===== config.mk =====
export PLATFORM = sky130hd
export DESIGN_NAME = frame_scanout
export DESIGN_NICKNAME = d
export VERILOG_FILES = /design/src/rtl/frame_scanout.sv
export SDC_FILE = /design/constraint.sdc
export NUM_CORES = 1
export LEC_CHECK = 0
export ABC_AREA = 1
export CAP_MARGIN = 20
export CORE_ASPECT_RATIO = 1.75
export CORE_MARGIN = 5
export CORE_UTILIZATION = 56
export DETAILED_ROUTE_END_ITERATION = 10
export GPL_TIMING_DRIVEN = 0
export PLACE_DENSITY = 0.8
export REMOVE_ABC_BUFFERS = 1
export SYNTH_ARGS = -nofsm -noshare
export SYNTH_HDL_FRONTEND = slang
export SYNTH_SLANG_ARGS = --single-unit

===== constraint.sdc =====
create_clock -name clk -period 3.43 [get_ports clk]
set_input_delay 0.343 -clock clk [delete_from_list [all_inputs] [get_ports clk]]
set_output_delay 0.343 -clock clk [all_outputs]
set_load 0.05 [all_outputs]

===== src/rtl/frame_scanout.sv =====
// frame_scanout: raster timing and 1-bpp scanout from the display bank, MSB first.
// Define SCANOUT_TEST_PATTERN_EN to add a checkerboard override input (test_pattern).
module frame_scanout #(
  parameter int DATA_WIDTH           = 16,
  parameter int BUFFER_ADDRESS_WIDTH = 13,
  parameter int H_ACTIVE             = 512,
  parameter int H_FP                 = 16,
  parameter int H_SYNC               = 64,
  parameter int H_BP                 = 48,
  parameter int V_ACTIVE             = 256,
  parameter int V_FP                 = 10,
  parameter int V_SYNC               = 2,
  parameter int V_BP                 = 32
) (
  input  logic                            clk,
  input  logic                            rst,
  input  logic [DATA_WIDTH-1:0]           bufferData,
  input  logic                            swap_req,
`ifdef SCANOUT_TEST_PATTERN_EN
  input  logic                            test_pattern,
`endif
  output logic [BUFFER_ADDRESS_WIDTH-1:0] bufferAddress,
  output logic                            buffer_select,
  output logic                            swap_ack,
  output logic                            hsync,
  output logic                            vsync,
  output logic                            active,
  output logic                            pixel,
  output logic                            frame_start
);

  localparam int H_TOTAL = H_ACTIVE + H_FP + H_SYNC + H_BP;
  localparam int V_TOTAL = V_ACTIVE + V_FP + V_SYNC + V_BP;
  localparam int WPL     = H_ACTIVE / 16;
  localparam int HW      = $clog2(H_TOTAL);
  localparam int VW      = $clog2(V_TOTAL);
  localparam int WW      = (WPL > 1) ? $clog2(WPL) : 1;
  localparam int AW      = BUFFER_ADDRESS_WIDTH;

  localparam logic [HW-1:0] H_LAST = HW'(H_TOTAL - 1);
  localparam logic [HW-1:0] H_PRE  = HW'(H_TOTAL - 2);
  localparam logic [HW-1:0] H_ACT  = HW'(H_ACTIVE);
  localparam logic [HW-1:0] H_FEND = HW'(H_ACTIVE - 16);
  localparam logic [HW-1:0] H_SS   = HW'(H_ACTIVE + H_FP);
  localparam logic [HW-1:0] H_SE   = HW'(H_ACTIVE + H_FP + H_SYNC);

  localparam logic [VW-1:0] V_LAST = VW'(V_TOTAL - 1);
  localparam logic [VW-1:0] V_ACT  = VW'(V_ACTIVE);
  localparam logic [VW-1:0] V_SS   = VW'(V_ACTIVE + V_FP);
  localparam logic [VW-1:0] V_SE   = VW'(V_ACTIVE + V_FP + V_SYNC);

  typedef enum logic {
    IDLE,
    PENDING
  } swap_state_t;

  swap_state_t state_q;
  swap_state_t state_d;

  logic [HW-1:0]         h_cnt;
  logic [HW-1:0]         h_nxt;
  logic [VW-1:0]         v_cnt;
  logic [VW-1:0]         v_nxt;
  logic [VW-1:0]         next_line;
  logic [HW-1:0]         h_plus2;
  logic [VW-1:0]         fetch_line;
  logic [WW-1:0]         fetch_word;
  logic [AW-1:0]         fetch_addr;
  logic                  fetch;
  logic                  load;
  logic [DATA_WIDTH-1:0] shift_q;
  logic [DATA_WIDTH-1:0] shift_d;
  logic                  src_bit;
  logic                  act_nxt;
  logic                  pix_nxt;
  logic                  hs_nxt;
  logic                  vs_nxt;
  logic                  fs_nxt;
  logic                  at_vblank;
  logic                  swap_now;

  // Raster position of the next cycle; every output register is
  // computed from it so all outputs line up with h_cnt/v_cnt.
  always_comb begin
    h_nxt = h_cnt + HW'(1);
    v_nxt = v_cnt;
    if (h_cnt == H_LAST) begin
      h_nxt = '0;
      v_nxt = (v_cnt == V_LAST) ? '0 : v_cnt + VW'(1);
    end
  end

  always_comb begin
    act_nxt = (h_nxt < H_ACT) && (v_nxt < V_ACT);
    hs_nxt  = !((h_nxt >= H_SS) && (h_nxt < H_SE));
    vs_nxt  = !((v_nxt >= V_SS) && (v_nxt < V_SE));
    fs_nxt  = (h_nxt == '0) && (v_nxt == '0);
  end

  // Word k is addressed two clocks before its first pixel; word 0
  // of a line is therefore fetched at the tail of the previous line.
  always_comb begin
    next_line  = (v_nxt == V_LAST) ? '0 : v_nxt + VW'(1);
    h_plus2    = h_nxt + HW'(2);
    fetch      = 1'b0;
    fetch_line = v_nxt;
    fetch_word = '0;
    if (h_nxt == H_PRE) begin
      fetch      = next_line < V_ACT;
      fetch_line = next_line;
    end else if ((h_nxt[3:0] == 4'hE) && (h_nxt < H_FEND) &&
                 (v_nxt < V_ACT)) begin
      fetch      = 1'b1;
      fetch_word = WW'(h_plus2 >> 4);
    end
    fetch_addr = AW'(int'(fetch_line) * WPL) + AW'(fetch_word);
  end

  always_comb begin
    load = (h_cnt == H_LAST) ||
           ((h_cnt[3:0] == 4'hF) && (h_cnt < H_ACT));
    if (load) begin
      shift_d = {bufferData[DATA_WIDTH-2:0], 1'b0};
      src_bit = bufferData[DATA_WIDTH-1];
    end else begin
      shift_d = {shift_q[DATA_WIDTH-2:0], 1'b0};
      src_bit = shift_q[DATA_WIDTH-1];
    end
`ifdef SCANOUT_TEST_PATTERN_EN
    if (test_pattern) begin
      pix_nxt = act_nxt & (h_nxt[3] ^ v_nxt[3]);
    end else begin
      pix_nxt = act_nxt & src_bit;
    end
`else
    pix_nxt = act_nxt & src_bit;
`endif
  end

  // A request seen in the swap cycle itself is absorbed by that swap.
  always_comb begin
    at_vblank = (h_nxt == '0) && (v_nxt == V_ACT);
    state_d   = state_q;
    swap_now  = 1'b0;
    unique case (state_q)
      IDLE: begin
        if (swap_req) state_d = PENDING;
      end
      PENDING: begin
        if (at_vblank) begin
          swap_now = 1'b1;
          state_d  = IDLE;
        end
      end
      default: state_d = IDLE;
    endcase
  end

  always_ff @(posedge clk or posedge rst) begin
    if (rst) begin
      state_q <= IDLE;
    end else begin
      state_q <= state_d;
    end
  end

  always_ff @(posedge clk or posedge rst) begin
    if (rst) begin
      h_cnt       <= '0;
      v_cnt       <= '0;
      active      <= 1'b0;
      hsync       <= 1'b1;
      vsync       <= 1'b1;
      frame_start <= 1'b0;
    end else begin
      h_cnt       <= h_nxt;
      v_cnt       <= v_nxt;
      active      <= act_nxt;
      hsync       <= hs_nxt;
      vsync       <= vs_nxt;
      frame_start <= fs_nxt;
    end
  end

  always_ff @(posedge clk or posedge rst) begin
    if (rst) begin
      shift_q       <= '0;
      pixel         <= 1'b0;
      bufferAddress <= '0;
    end else begin
      shift_q <= shift_d;
      pixel   <= pix_nxt;
      if (fetch) bufferAddress <= fetch_addr;
    end
  end

  always_ff @(posedge clk or posedge rst) begin
    if (rst) begin
      buffer_select <= 1'b0;
      swap_ack      <= 1'b0;
    end else begin
      swap_ack <= swap_now;
      if (swap_now) buffer_select <= ~buffer_select;
    end
  end

endmodule


==> results.py, run 1 <==
metrics = {
    "cells_and_area": {
        "final_common_cell": "nand2_1",
        "area_growth_pct": 18.1,
        "nets": 507,
        "final_core_utilization": 0.672,
        "diodes": 0,
        "drive_gt1_frac": 0.0788,
        "final_cell_mix": "176 x nand2_1, 53 x dfrtp_1, 52 x nand3_1, 50 x inv_1, 44 x nor2_1",
        "num-fill-cells": 486,
    },
    "clocking": {
        "post_cts_resized": 0,
        "htreeDepth": 2,
        "cts_buffers": 5,
        "clock-sinks": 55,
        "cts_root_buffer": "clkbuf_8",
        "hold_buffers": 0,
        "post_cts_buffers": 0,
        "clockBufferDepth": 2,
        "clk_pin_slew_ps": 100,
        "clkLatencyLatePin_ps": 320,
        "cts_tree": "done",
    },
    "worst_setup_path": {
        "r2r_cells": 15,
        "cp-start-kind": "flip-flop",
        "slowest_delay_ps": 500,
        "cp_top_family": "simple AND/OR/NAND/NOR gates",
        "path_max_fanout": 15,
        "slowest_stage": "o21ai_1",
        "reg2reg_slack_ps": 300,
        "end_kind": "flip-flop",
        "cp.required_ps": 3640,
        "crit_top_cell": "nand2_1",
        "cp.depth": 15,
        "critPathBufInv": 0,
        "worstSetupPathType": "reg -> reg",
        "crit_chain": "ha_1 -> nand2_2 -> nor2_4 -> nand3_4 -> o21ai_1 -> ha_1 -> nand2_1 -> nor2_2 -> nand2_1 -> nand2_1 -> nand2_1 -> nand2_2 -> nand2_2 -> nand2_1 -> nand2_1",
        "cp.arrival_ps": 3340,
    },
    "global_route": {
        "overflow": 0,
        "antenna_found_initial": 0,
        "grt_first_pass_wirelength_mm": 12.1,
        "grt_pass1_vias": 2790,
        "grt_max_degree": 44,
        "grt.total_usage": 0.220,
    },
    "die": {
        "die-area_mm2": 0.00729,
        "start_util": 0.569,
        "dieHeight_um": 109,
        "die_x_um": 66.7,
        "std_cell_rows": 36,
        "io_pins": 39,
        "coreArea_mm2": 0.00554,
    },
    "power_and_ir_drop": {
        "p_clk_frac": 0.393,
        "p_leak_nw": 1.96,
        "finalPower_w": 0.00116,
        "power_density_mw_per_mm2": 312,
        "p_sw_frac": 0.210,
        "peakVddDrop_mv": 0.377,
        "share_comb_of_total_power": 0.040,
        "netSwitchingPower_w": 0.000244,
        "p_seq_frac": 0.567,
        "internal_power_w": 0.000918,
    },
    "min_path": {
        "hold_class": "in -> async",
    },
    "logic_synthesis": {
        "yosys_register_bits": 55,
        "ys.warnings.count": 0,
        "ys_seq_area_frac": 0.437,
        "synth_cells": 441,
        "synth.distinct_cells": 29,
        "synth_area_mm2": 0.00315,
        "avgSynthCellArea_um2": 7.15,
    },
    "timing": {
        "fin_crit_sh": 0.912,
        "tns_ps": 0,
        "slew_headroom": 0.649,
        "rsz0062_at_grt": "false",
        "tightest_slew_ps": 524,
        "finalSetupViolations": 0,
        "hold_viol": 0,
        "report.final.slew_viol_count": 0,
        "post-route-min-period_ps": 3130,
        "fin_skew_ps": 9.70,
        "max_freq_mhz": 320,
    },
    "route": {
        "drt_iter0_drc": 120,
        "drtPass1Iterations": 4,
        "wl_per_cell_um": 12.9,
        "vias": 2900,
        "wl_mm": 7.17,
        "ant_nets": 0,
        "viasPerCell": 5.20,
        "remaining_drc_errors": 0,
    },
    "place": {
        "post-dp-hpwl_mm": 5.47,
        "io_buffers": 38,
        "gp_congestion": 0.831,
    },
    "job": {
        "drv_cap": 0,
    },
    "run_status": {
        "outcome": "complete, no violations",
    },
}
-- stage by stage --
step / instance area [um^2] / hold slack, ps / worst slack [ps] / cells
after global routing: 3720 / 288 / 80.9 / 558
after CTS: 3720 / 267 / 351 / 558
after detailed placement: 3610 / 430 / 387 / 550
after global placement: 3590 / 433 / 472 / 549
final: 3720 / 268 / 301 / 558
after floorplan: 3110 / 418 / 1010 / 435
-- final timing paths --
check                           start                 to
max in group asynchronous         rst              hsync
hold / removal                    rst   bufferAddress[8]
setup / recovery             h_cnt[0]  bufferAddress[10]
min in group clk           shift_q[3]         shift_q[4]
setup reg to reg             h_cnt[0]  bufferAddress[10]
hold reg to reg            shift_q[3]         shift_q[4]
-- registers in the layout, indices dropped and copies added (netlist names) --
| register | count |
|---|---|
| vsync | 1 |
| frame_start | 1 |
| h_cnt | 10 |
| pixel | 1 |
| active | 1 |
| v_cnt | 9 |
| hsync | 1 |
| swap_ack | 1 |
| buffer_select | 1 |
| state_q | 1 |
| shift_q | 15 |
| bufferAddress | 13 |
-- per-layer routing --
layer | vias up | routed length [um] | global-route usage
met3 | 11 | 326 | 0.0392
met1 | 1366 | 2790 | 0.244
met5 | - | 0 | 0
met4 | 0 | 153 | 0.0858
met2 | 85 | 3900 | 0.406
li1 | 1438 | - | -
-- synth_stat cells --
| master | count | share of area |
|---|---|---|
| o21ai_1 | 2 | 0.0032 |
| o21ai_0 | 7 | 0.011 |
| a211oi_1 | 1 | 0.0024 |
| nand3_1 | 52 | 0.083 |
| nor2_1 | 44 | 0.052 |
| or2_2 | 1 | 0.0020 |
| buf_6 | 2 | 0.0071 |
| xor2_2 | 2 | 0.010 |
| a21oi_4 | 1 | 0.0052 |
| nand3b_1 | 2 | 0.0048 |
| ha_1 | 7 | 0.028 |
| nor4_1 | 1 | 0.0020 |
| nand3_4 | 1 | 0.0056 |
| dfrtp_1 | 53 | 0.42 |
| inv_2 | 2 | 0.0024 |
| nor3_1 | 3 | 0.0048 |
| and2_1 | 1 | 0.0020 |
| inv_1 | 51 | 0.061 |
| nand2_1 | 176 | 0.21 |
| nor2_4 | 3 | 0.011 |
| buf_4 | 1 | 0.0024 |
| nand2_2 | 8 | 0.016 |
| a21oi_1 | 1 | 0.0016 |
| xor2_1 | 2 | 0.0056 |
| clkbuf_1 | 3 | 0.0036 |
| dfstp_2 | 2 | 0.017 |
| o21ai_4 | 1 | 0.0052 |
| nand4_1 | 4 | 0.0079 |
| nor2_2 | 7 | 0.014 |
-- power by group through the flow --
stage | registers, W | clock network, W | logic [W]
floorplan | 0.000673 | 0 | 0.0000159
global placement | 0.000672 | 0 | 0.0000438
detailed placement | 0.000672 | 0 | 0.0000474
CTS | 0.000659 | 0.000461 | 0.0000475
global route | 0.000661 | 0.000487 | 0.0000524
finish | 0.000659 | 0.000457 | 0.0000463
-- final cells by class --
| cell class | count | area (um^2) | share of cell area |
|---|---|---|---|
| multi-input cells | 327 | 1530 | 0.412 |
| flip-flops and latches | 55 | 1380 | 0.370 |
| repair buffers | 39 | 400 | 0.108 |
| inverters | 53 | 199 | 0.0534 |
| well taps | 76 | 95.1 | 0.0255 |
| clock buffers | 6 | 82.6 | 0.0222 |
| clock inverters | 2 | 35.0 | 0.00941 |
-- cells by family after synthesis --
family | count (synthesis) | synth area share
AOI/OAI and AO/OA | 13 | 0.0286
xor gates and xnor gates | 4 | 0.0159
adders and majority gates | 7 | 0.0278
buffers and inverters | 59 | 0.0762
DFF | 55 | 0.437
and+or+nand+nor | 303 | 0.414
-- worst register-to-register path: stages, from the launching register on --
cell,delay [ps]
dfrtp_1,450
ha_1,210
nand2_2,90
nor2_4,190
nand3_4,220
o21ai_1,500
ha_1,370
nand2_1,100
nor2_2,130
nand2_1,70
nand2_1,50
nand2_1,60
nand2_2,240
nand2_2,170
nand2_1,120
nand2_1,60
(Power assumes the default switching activity.)
==> run 2: changes to the inputs <==
--- a/config.mk
+++ b/config.mk
@@ -8,7 +8,7 @@
 export ABC_AREA = 1
 export CAP_MARGIN = 20
 export CORE_ASPECT_RATIO = 1.75
-export CORE_MARGIN = 5
+export CORE_MARGIN = 1
 export CORE_UTILIZATION = 56
 export DETAILED_ROUTE_END_ITERATION = 10
 export GPL_TIMING_DRIVEN = 0
==> run 2 against run 1 <==
  * Worst hold slack gained 100 ps
  * Cell count down 0.36%
  * Cell area grew 0.34%
  * Combinational power decreased by 1%
  * First-iteration DRC count up 20%
  * Wire length decreased by 5.4%
  * Register-to-register slack improved by 120 ps
  * Critical path type unchanged
  * Largest cell class unchanged
==> results.py, run 2 (synthesis results as in run 1) <==
metrics = {
    "timing": {
        "tightest_slew_ps": 523,
        "finalWorstSetupSlack_ps": 425,
        "whs_ps": 371,
        "slew_headroom": 0.651,
        "rsz0062_at_grt": "false",
        "hold_viol": 0,
        "fin_skew_ps": 7.94,
        "fin_crit_sh": 0.876,
        "tns_ps": 0,
        "max_freq_mhz": 333,
        "post-route-min-period_ps": 3010,
        "finalSetupViolations": 0,
        "report.final.slew_viol_count": 0,
    },
    "place": {
        "placed_cells": 548,
        "io_buffers": 38,
        "gp_congestion": 0.924,
        "post-dp-hpwl_mm": 5.19,
        "dp_slack_ps": 447,
    },
    "clocking": {
        "post_cts_resized": 0,
        "cts_tree": "done",
        "post_cts_buffers": 0,
        "htreeDepth": 2,
        "cts_root_buffer": "clkbuf_8",
        "clk_pin_slew_ps": 100,
        "clockBufferDepth": 2,
        "cts_buffers": 5,
        "clkLatencyLatePin_ps": 320,
        "clock-sinks": 55,
        "hold_buffers": 0,
    },
    "route": {
        "drt_iter0_drc": 144,
        "ant_nets": 0,
        "vias": 2820,
        "wl_mm": 6.78,
        "viasPerCell": 5.07,
        "wl_per_cell_um": 12.2,
        "drtPass1Iterations": 4,
        "remaining_drc_errors": 0,
    },
    "worst_setup_path": {
        "r2r_end": "bufferAddress[7]",
        "cp.arrival_ps": 3210,
        "reg2reg_slack_ps": 420,
        "r2r_cells": 15,
        "end_kind": "flip-flop",
        "cp-start-kind": "flip-flop",
        "path_max_fanout": 15,
        "worstSetupPathType": "reg -> reg",
        "cp.required_ps": 3640,
        "worstReg2RegStart": "h_cnt[0]",
    },
    "cells_and_area": {
        "area_growth_pct": 18.5,
        "regMostFlops": "shift_q",
        "final_core_utilization": 0.699,
        "largest_reg_flops": 15,
        "regArea_mm2": 0.00138,
        "top_regs": "shift_q (15), bufferAddress (13), h_cnt (10)",
        "final_cell_mix": "176 x nand2_1, 53 x dfrtp_1, 52 x nand3_1, 50 x inv_1, 44 x nor2_1",
        "final_common_cell": "nand2_1",
        "num-fill-cells": 449,
        "multi_input_area_mm2": 0.00153,
        "drive_gt1_frac": 0.0768,
        "stdcell_count": 556,
        "nets": 507,
        "diodes": 0,
    },
    "power_and_ir_drop": {
        "peakVddDrop_mv": 0.305,
        "p_leak_nw": 1.96,
        "power_density_mw_per_mm2": 324,
    },
    "die": {
        "die_x_um": 58.7,
        "start_util": 0.590,
        "dieHeight_um": 101,
        "die-area_mm2": 0.00594,
        "std_cell_rows": 35,
        "coreArea_mm2": 0.00534,
        "io_pins": 39,
    },
    "global_route": {
        "overflow": 0,
        "grt.total_usage": 0.259,
        "grt_max_degree": 33,
        "antenna_found_initial": 0,
        "grt_first_pass_wirelength_mm": 11.7,
        "grt_pass1_vias": 2790,
    },
    "min_path": {
        "hold_class": "in -> async",
    },
    "job": {
        "drv_cap": 0,
    },
    "run_status": {
        "outcome": "complete, no violations",
    },
}
## run 2: cell types whose count changed in the layout (fill, tap and decap cells not counted), sizes merged
| cell | delta |
|---|---|
| clkinv | -1 |
| bufinv | +1 |
## run 2: routing by layer
layer	global-route usage	wire length [um]
met1	0.304	2750
met2	0.447	3560
met3	0.0447	235
met4	0.136	233
met5	0	0
## run 2: cell type report
type | count | share of cell area
clock buffers | 6 | 0.0194
repair buffers | 39 | 0.107
multi-input cells | 327 | 0.410
inverters | 53 | 0.0532
flip-flops and latches | 55 | 0.369
clock inverters | 2 | 0.0161
well taps | 74 | 0.0248
## run 2: worst max-delay path by stage
stage	cells past startpoint	slack (ps)	start	endpoint
2_1_floorplan	15	1010	h_cnt[0]	bufferAddress[10]
3_3_place_gp	15	550	h_cnt[0]	bufferAddress[7]
3_5_place_dp	15	450	h_cnt[0]	bufferAddress[7]
4_1_cts	15	420	h_cnt[0]	bufferAddress[7]
5_1_grt	15	180	h_cnt[0]	bufferAddress[7]
6_report	15	420	h_cnt[0]	bufferAddress[7]
## run 2: critical path, cell delays in order (launching register included)
cell and delay, ps:
dfrtp_1 440, ha_1 210, nand2_2 90, nor2_4 170
nand3_4 220, o21ai_1 400, ha_1 350, nand2_1 100
nor2_2 130, nand2_1 70, nand2_1 60, nand2_1 60
nand2_2 230, nand2_2 160, nand2_1 110, nand2_1 60
## run 2: per-stage QoR
stage	power, W	instance area, um^2
final	0.00121	3740
after global routing	0.00125	3740
after CTS	0.00122	3740
after detailed placement	0.000719	3600
after global placement	0.000716	3580
after floorplan	0.000689	3110
## run 2: power breakdown
| group | switching [W] | total (W) | internal (W) |
|---|---|---|---|
| combinational | 0.0000213 | 0.0000457 | 0.0000244 |
| clock | 0.000214 | 0.000506 | 0.000292 |
| sequential | 0.00000252 | 0.000659 | 0.000657 |
| total | 0.000238 | 0.00121 | 0.000973 |
==> run 3: changes to the inputs <==
--- a/config.mk
+++ b/config.mk
@@ -10,10 +10,10 @@
 export CORE_ASPECT_RATIO = 1.75
 export CORE_MARGIN = 1
 export CORE_UTILIZATION = 56
+export CTS_CLUSTER_SIZE = 12
 export DETAILED_ROUTE_END_ITERATION = 10
 export GPL_TIMING_DRIVEN = 0
 export PLACE_DENSITY = 0.8
-export REMOVE_ABC_BUFFERS = 1
 export SYNTH_ARGS = -nofsm -noshare
 export SYNTH_HDL_FRONTEND = slang
 export SYNTH_SLANG_ARGS = --single-unit
==> run 3 against run 2 <==
  * Sequential power about the same
  * Combinational power about the same
  * Non-clock buffer count up 6
  * Critical path type unchanged
  * Largest cell class unchanged
  * Largest power group unchanged
  * Highest routed layer unchanged
==> results.py, run 3 (synthesis results as in run 1) <==
metrics = {
    "cells_and_area": {
        "nets": 513,
        "regMostFlops": "shift_q",
        "diodes": 0,
        "final_cell_mix": "176 x nand2_1, 53 x dfrtp_1, 52 x nand3_1, 50 x inv_1, 44 x nor2_1",
        "top_regs": "shift_q (15), bufferAddress (13), h_cnt (10)",
        "largest_reg_flops": 15,
        "area_growth_pct": 19.3,
        "final_common_cell": "nand2_1",
        "drive_gt1_frac": 0.0840,
        "fin_area_mm2": 0.00376,
    },
    "worst_setup_path": {
        "worstSetupPathType": "reg -> reg",
        "path_max_fanout": 10,
        "slowest_delay_ps": 450,
        "cp.required_ps": 3630,
        "cp-start-kind": "flip-flop",
        "cp.arrival_ps": 3210,
        "slowest_stage": "dfrtp_1",
        "crit_chain": "ha_1 -> nand2_2 -> nor2_4 -> nand3_4 -> buf_6 -> o21ai_1 -> ha_1 -> inv_1 -> nor2_1 -> nand3_1 -> nor2_1 -> a21oi_4 -> buf_4 -> nand3_1 -> nand2_1",
        "end_kind": "flip-flop",
    },
    "timing": {
        "tightest_slew_ps": 520,
        "fin_skew_ps": 4.74,
        "post-route-min-period_ps": 3000,
        "hold_viol": 0,
        "tns_ps": 0,
        "report.final.slew_viol_count": 0,
        "finalSetupViolations": 0,
        "fin_crit_sh": 0.875,
        "slew_headroom": 0.652,
        "max_freq_mhz": 333,
        "rsz0062_at_grt": "false",
        "finalWorstSetupSlack_ps": 427,
    },
    "route": {
        "ant_nets": 0,
        "drt_iter0_drc": 136,
        "remaining_drc_errors": 0,
        "vias": 2793,
        "wl_mm": 6.87,
        "drtPass1Iterations": 4,
        "viasPerCell": 4.97,
        "wl_per_cell_um": 12.2,
    },
    "place": {
        "post-dp-hpwl_mm": 5.29,
        "io_buffers": 38,
        "gp_congestion": 0.947,
        "dpl_cell_area_mm2": 0.00364,
        "dp_slack_ps": 512,
    },
    "power_and_ir_drop": {
        "p_sw_frac": 0.214,
        "peakVddDrop_mv": 0.310,
        "power_density_mw_per_mm2": 305,
        "p_leak_nw": 1.97,
        "share_comb_of_total_power": 0.040,
        "internal_power_w": 0.000901,
        "p_seq_frac": 0.575,
        "p_clk_frac": 0.385,
        "finalPower_w": 0.00115,
        "netSwitchingPower_w": 0.000246,
    },
    "run_status": {
        "outcome": "complete, no violations",
    },
    "die": {
        "die_x_um": 58.7,
        "coreArea_mm2": 0.00534,
        "die-area_mm2": 0.00594,
        "start_util": 0.590,
        "std_cell_rows": 35,
        "dieHeight_um": 101,
        "io_pins": 39,
    },
    "clocking": {
        "cts_buffers": 5,
        "clkLatencyLatePin_ps": 310,
        "clk_pin_slew_ps": 100,
        "clock-sinks": 55,
        "post_cts_resized": 0,
        "cts_root_buffer": "clkbuf_8",
        "cts_tree": "done",
        "htreeDepth": 2,
        "clockBufferDepth": 2,
        "hold_buffers": 0,
        "post_cts_buffers": 0,
    },
    "global_route": {
        "grt_pass1_vias": 2811,
        "grt_first_pass_wirelength_mm": 11.8,
        "antenna_found_initial": 0,
        "overflow": 0,
        "grt.total_usage": 0.259,
        "grt_max_degree": 45,
    },
    "job": {
        "drv_cap": 0,
    },
    "min_path": {
        "hold_class": "in -> async",
    },
    "logic_synthesis": {
        "synthesis.nets": 467,
    },
}
## run 3: changes by cell type in the layout (fill, tap and decap cells not counted), sizes merged
cell / previous run / this run
clkinvlp: 0 / 1
bufinv: 2 / 1
buf: 1 / 4
inv: 53 / 54
clkbuf: 6 / 8
## run 3: final timing paths
path                            startpoint                end  slack, ps  cells past startpoint
max in group asynchronous              rst              hsync       2590                      3
worst min register to register  shift_q[4]         shift_q[5]        450                      2
worst max register to register    h_cnt[0]  bufferAddress[12]        430                     15
min in group clk                shift_q[4]         shift_q[5]        450                      2
worst min-delay path                   rst  bufferAddress[11]        270                      2
worst max-delay path              h_cnt[0]  bufferAddress[12]        430                     15
## run 3: area by class of cell
cell class              count  area, um^2
plain buffers               6        41.3
clock buffers               5        68.8
clock inverters             3        46.3
fillers                   466        1580
inverters                  53         199
multi-input cells         327        1530
flip-flops and latches     55        1380
well taps                  74        92.6
repair buffers             39         400
## run 3: per-stage QoR
| step | util | instances | hold WS, ps |
|---|---|---|---|
| floorplan | - | 441 | 418 |
| global placement | 0.678 | 553 | 429 |
| detailed placement | 0.682 | 554 | 431 |
| CTS | 0.704 | 562 | 282 |
| global route | 0.704 | 562 | 303 |
| finish | 0.704 | 562 | 273 |
## run 3: power groups by stage
stage / clock network (W) / logic (W) / registers, W
after floorplan: 0 / 0.0000159 / 0.000673
after global placement: 0 / 0.0000439 / 0.000672
after detailed placement: 0 / 0.0000474 / 0.000672
after CTS: 0.000448 / 0.0000475 / 0.000660
after global routing: 0.000468 / 0.0000521 / 0.000660
final: 0.000442 / 0.0000460 / 0.000660
## run 3: per-layer routing
layer  part of all wire  track usage
met5                  0            0
met4              0.017       0.0897
met3              0.034       0.0396
met2               0.55        0.485
met1               0.40        0.292
## run 3: critical path, delay by kind of cell, from the launching register on
kind            cells  cell delay, ps
simple gates        8             960
fa+ha+maj           2             560
buf+inv             3             470
flops               1             450
compound gates      2             450
